`config.mk`:
```
export PLATFORM = sky130hd
export DESIGN_NAME = bus_interconnect
export DESIGN_NICKNAME = d
export VERILOG_FILES = /design/src/rtl/bus_interconnect.sv
export SDC_FILE = /design/constraint.sdc
export NUM_CORES = 1
export LEC_CHECK = 0
export BUFFER_PORTS_ARGS = -buffer_cell sky130_fd_sc_hd__buf_2
export CORE_AREA = 3 3 247 249
export DETAILED_ROUTE_END_ITERATION = 12
export DIE_AREA = 0 0 250 252
export HOLD_SLACK_MARGIN = 0.1
export PLACE_DENSITY = 0.3
export SYNTH_ARGS = -nofsm -noshare
export SYNTH_HDL_FRONTEND = slang
export SYNTH_SLANG_ARGS = --single-unit
export TNS_END_PERCENT = 50
```
`constraint.sdc`:
```
create_clock -name clk -period 5 [get_ports clk]
set_input_delay 0.75 -clock clk [delete_from_list [all_inputs] [get_ports clk]]
set_output_delay 0.75 -clock clk [all_outputs]
set_load 0.01 [all_outputs]
```
`src/rtl/bus_interconnect.sv`:
```
// bus_interconnect: round-robin multi-master to multi-slave shared bus.
// Optional no-ready timeout is built when the BUS_TIMEOUT_EN macro is defined.
//
// Handshake: the owning master drives m_as_=0 to start a transfer and holds it,
// together with address/rw/write data, until it sees m_rdy_=0 in that same
// cycle. The selected slave answers by driving its s_rdy_ bit low for one
// cycle; m_err=1 alongside m_rdy_=0 marks a timed-out (failed) transfer.
module bus_interconnect #(
    parameter int MASTER_CH   = 4,
    parameter int SLAVE_CH    = 8,
    parameter int ADDR_W      = 30,
    parameter int DATA_W      = 32,
    parameter int TIMEOUT_CYC = 16
) (
    input  logic                          clk,
    input  logic                          reset,
    input  logic [MASTER_CH-1:0]          m_req_,
    output logic [MASTER_CH-1:0]          m_grnt_,
    input  logic [MASTER_CH*ADDR_W-1:0]   m_addr,
    input  logic [MASTER_CH-1:0]          m_as_,
    input  logic [MASTER_CH-1:0]          m_rw,
    input  logic [MASTER_CH*DATA_W-1:0]   m_wr_data,
    output logic [DATA_W-1:0]             m_rd_data,
    output logic                          m_rdy_,
    output logic                          m_err,
    output logic [ADDR_W-1:0]             s_addr,
    output logic                          s_as_,
    output logic                          s_rw,
    output logic [DATA_W-1:0]             s_wr_data,
    output logic [SLAVE_CH-1:0]           s_cs_,
    input  logic [SLAVE_CH*DATA_W-1:0]    s_rd_data,
    input  logic [SLAVE_CH-1:0]           s_rdy_
);

    localparam int OW = (MASTER_CH > 1) ? $clog2(MASTER_CH) : 1;
    localparam int SW = (SLAVE_CH > 1) ? $clog2(SLAVE_CH) : 1;

    logic [OW-1:0]     owner_q, owner_d;
    logic [OW-1:0]     cand;
    logic              found;
    logic [SW-1:0]     slv_idx;
    logic [DATA_W-1:0] sel_rd_data;
    logic              sel_rdy_;

    // Next owner: hold while the owner requests, else first requester after it.
    always_comb begin
        owner_d = owner_q;
        found   = 1'b0;
        cand    = owner_q;
        if (m_req_[owner_q]) begin
            for (int i = 1; i <= MASTER_CH; i++) begin
                cand = OW'((int'(owner_q) + i) % MASTER_CH);
                if (!found && !m_req_[cand]) begin
                    owner_d = cand;
                    found   = 1'b1;
                end
            end
        end
    end

    // Owner register; reset overrides any arbitration decision.
    always_ff @(posedge clk) begin
        if (reset) owner_q <= '0;
        else       owner_q <= owner_d;
    end

    // Grant decode and master-to-slave mux, both from the registered owner only.
    always_comb begin
        m_grnt_   = '1;
        s_addr    = '0;
        s_as_     = 1'b1;
        s_rw      = 1'b0;
        s_wr_data = '0;
        for (int i = 0; i < MASTER_CH; i++) begin
            if (owner_q == OW'(i)) begin
                m_grnt_[i] = 1'b0;
                s_addr     = m_addr[i*ADDR_W +: ADDR_W];
                s_as_      = m_as_[i];
                s_rw       = m_rw[i];
                s_wr_data  = m_wr_data[i*DATA_W +: DATA_W];
            end
        end
    end

    // Slave decode from the top address bits; unmapped indices select nothing.
    always_comb begin
        slv_idx     = s_addr[ADDR_W-1 -: SW];
        s_cs_       = '1;
        sel_rd_data = '0;
        sel_rdy_    = 1'b1;
        for (int i = 0; i < SLAVE_CH; i++) begin
            if (!s_as_ && slv_idx == SW'(i)) begin
                s_cs_[i]    = 1'b0;
                sel_rd_data = s_rd_data[i*DATA_W +: DATA_W];
                sel_rdy_    = s_rdy_[i];
            end
        end
    end

`ifdef BUS_TIMEOUT_EN
    localparam int TW = $clog2(TIMEOUT_CYC + 1);

    logic [TW-1:0] tmo_q, tmo_d;
    logic          tmo_fire;

    // Count unanswered strobe cycles; a genuine ready in the firing cycle wins.
    always_comb begin
        tmo_fire = !s_as_ && sel_rdy_ && (tmo_q == TW'(TIMEOUT_CYC));
        if (s_as_ || !sel_rdy_ || tmo_fire) tmo_d = '0;
        else                                tmo_d = tmo_q + 1'b1;
        m_rdy_    = sel_rdy_ & ~tmo_fire;
        m_err     = tmo_fire;
        m_rd_data = tmo_fire ? '0 : sel_rd_data;
    end

    // Timeout counter register; reset abandons any in-flight count.
    always_ff @(posedge clk) begin
        if (reset) tmo_q <= '0;
        else       tmo_q <= tmo_d;
    end
`else
    // No timeout: the selected slave's response passes straight through.
    always_comb begin
        m_rdy_    = sel_rdy_;
        m_err     = 1'b0;
        m_rd_data = sel_rd_data;
    end
`endif

endmodule

```
==> metrics.csv <==
stage;metric;value;unit
placed_design;place_ws;0.9150;ns
worst_setup_path;reg2reg_from;owner_q[0];
route;drt-wirelength-per-cell;21.25;µm
cells_and_area;final_cell_mix;634 x buf_2, 180 x nand2_1, 162 x a21oi_1;
route;viasPerCell;3.982;
cells_and_area;drive_gt1_share;46.87;%
power_and_ir_drop;irDropWorstVdd;0.1188;mV
cts;cts_made_buffers;3;
worst_setup_path;r2r_slack;3.13;ns
timing;setup_slack;0.7745;ns
worst_setup_path;critPathCaptureType;output pin;
yosys;seq_area_frac_synth;0.8349;%
cts;clk_latency;0.23;ns
placed_design;gp_congestion;0.9131;
cells_and_area;nets;1985;
worst_setup_path;cp_cell_sequence;inv_1 -> ha_2 -> inv_1 -> o311ai_1 -> buf_4 -> and2_1 -> buf_4 -> inv_2 -> nor2_4 -> nand3_4 -> o221ai_1 -> buf_2;
timing;hold_violations;0;
cts;htree_levels;1;
cts;clock-sinks;2;
timing;slew_viol_final;0;
worst_hold_path;hold_class;reg -> reg;
yosys;synthArstFlopShare;0;%
cts;cts-hold-fix-buffers;0;
run;cap_violations;0;
cts;post_cts_buffers;0;
timing;max_slew_margin;49.38;%
timing;maxClockFrequency;236.7;MHz
yosys;ys_seq_elements;2;
yosys;syn-num-nets;1414;
die;rows;89;
worst_setup_path;rr_worst_depth;6;
worst_setup_path;cp_max_fo;20;
route;drt_iter0_markers;356;
power_and_ir_drop;p_per_area;319.5;mW/mm²
timing;tns;0;ns
global_routing;antenna_found_initial;28;
worst_setup_path;required;4.25;ns
cts;clk_pin_slew;0.03;ns
cells_and_area;reg_top3;owner_q x2;
global_routing;grt_max_degree;74;
timing;period_share;84.51;%
worst_setup_path;arrival;3.48;ns
worst_setup_path;rr_endpoint;owner_q[0];
route;drt_first_pass_iters;5;
cells_and_area;largest_register;owner_q;
global_routing;grt_use_total;14.06;%
cts;post_cts_resize_count;0;
worst_setup_path;crit_slowest_cell;o221ai_1;
yosys;synth_ff_type;dfxtp_1;
timing;min_period;4.225;ns
die;design.core.area;0.05891;mm²
yosys;syn_area;0.004796;mm²
worst_setup_path;critPathKind;reg -> out;
die;die_height;252;µm
timing;rsz0062_at_grt;no;
die;die_w;250;µm
route;drcViolationCount;0;
worst_hold_path;hold_depth;2;
worst_setup_path;startpoint;owner_q[0];
cts;root_buffer;clkbuf_16;
yosys;yosysUniqueCellTypes;44;
global_routing;first_global_vias;9263;
power_and_ir_drop;leakage;4.487;nW
worst_hold_path;hp-start;owner_q[0];
worst_setup_path;slowest_delay;0.42;ns
route;wirelength;47.57;mm
timing;skew;0.003937;ns
yosys;synth_area_per_cell;5.425;µm²
cts;cts_buffer_depth;2;
placed_design;dpl-instance-area;0.008722;mm²
cts;cts_tree;yes;
timing;setup_violations;0;
worst_setup_path;critPathLaunchType;flop;
worst_hold_path;min_to;owner_q[1];
die;die-area;0.06300;mm²
placed_design;port_buffers;634;
yosys;synth-edff-count;0;
global_routing;grt_pass1_wl;65.90;mm
cells_and_area;fillers;7056;
route;vias;8915;
placed_design;hpwlAfterDp;41.38;mm
yosys;ys_warn_count;0;
cells_and_area;largest_reg_flops;2;
route;ant_nets;0;
cells_and_area;layout_commonest_cell;buf_2;
global_routing;grt_overflow;0;
die;ioPinCount;636;
cells_and_area;area_delta_synth_final;84.11;%
yosys;synthCells;884;
status;status;finished, final reports clean;
cells_and_area;fin_area;0.008830;mm²
timing;tightest_slew;0.7592;ns
die;floorplan.initialDensity;8.141;%
## critical path: cells and delay by family (launching register included)
family / cells / cell delay (ns)
and+or+nand+nor: 3 / 0.77
AOI/OAI and AO/OA: 2 / 0.67
DFF: 1 / 0.38
adders and majority gates: 1 / 0.29
buffers and inverters: 6 / 1.11
## per-stage QoR
step                      util (%)  power, mW  cells  hold WS (ns)
after floorplan                  -      1.572    884        0.5027
after global placement       14.81      2.780   2223        0.5898
after detailed placement     14.81      2.773   2223        0.6097
after CTS                    14.93      2.905   2226        0.6208
after global routing         14.96      3.104   2232        0.6565
final                        14.99      2.821   2239        0.6263
## power by group
part / leakage, nW / switching [mW] / total [mW] / internal, mW
sequential: 0.0166 / 0.00666 / 0.0254 / 0.0188
combinational: 4.43 / 1.71 / 2.67 / 0.966
clock: 0.0371 / 0.0221 / 0.124 / 0.102
total: 4.49 / 1.73 / 2.82 / 1.09
## cell usage after synthesis (4+ instances only)
cell type  count  area share [%]
o2bb2ai_1     17             3.1
o221ai_1       5            0.91
clkbuf_1      50             3.9
buf_2         19             2.0
nand2_1      180              14
o22ai_1       10             1.3
o21ai_1       32             3.3
nor2_1        73             5.7
mux2i_1       44             9.2
o31ai_1        6            0.94
buf_4         13             2.0
nand3_1       43             4.5
o21ai_0       60             6.3
and3_1        60             7.8
buf_6          7             1.6
a21oi_1      162              17
inv_1         24             1.9
a211oi_1       8             1.3
o22a_1         4            0.73
a32oi_1       18             3.3
ha_1           4             1.0
## cells by family (layout without fill, tap and decap cells)
group / after synthesis / in the layout / share of synthesized area [%]
AOI/OAI and AO/OA: 339 / 339 / 41.43
DFF: 2 / 2 / 0.8349
buffers and inverters: 120 / 689 / 12.16
and+or+nand+nor: 372 / 372 / 34.80
other: 1 / 14 / 0.07819
muxes: 46 / 46 / 9.653
adders and majority gates: 4 / 4 / 1.044
## cell type report
class                      instances  area [µm²]  area share [%]
antenna                           13       32.53          0.3684
inverter                          28       115.1           1.304
clock buffer                       3       75.07          0.8502
timing repair buffer             658        3391           38.40
tap                              773       967.2           10.95
sequential                         2       40.04          0.4535
multi-input combinational        762        4209           47.67
## worst max-delay path by stage
| stage | cells after the start | to |
|---|---|---|
| floorplan | 11 | m_rd_data[25] |
| global placement | 11 | m_rd_data[30] |
| detailed placement | 11 | m_rd_data[30] |
| CTS | 12 | m_rd_data[30] |
| global route | 11 | m_rd_data[15] |
| finish | 12 | m_rd_data[30] |
## per-layer routing
metal	global-route usage (%)	share of wire (%)	up-vias
met5	0	0.17	-
met4	2.901	1.7	12
met3	3.505	8.1	52
met2	26.81	52	490
met1	15.74	38	4037
li1	-	-	4324
Power figures use the tool's default switching activity.
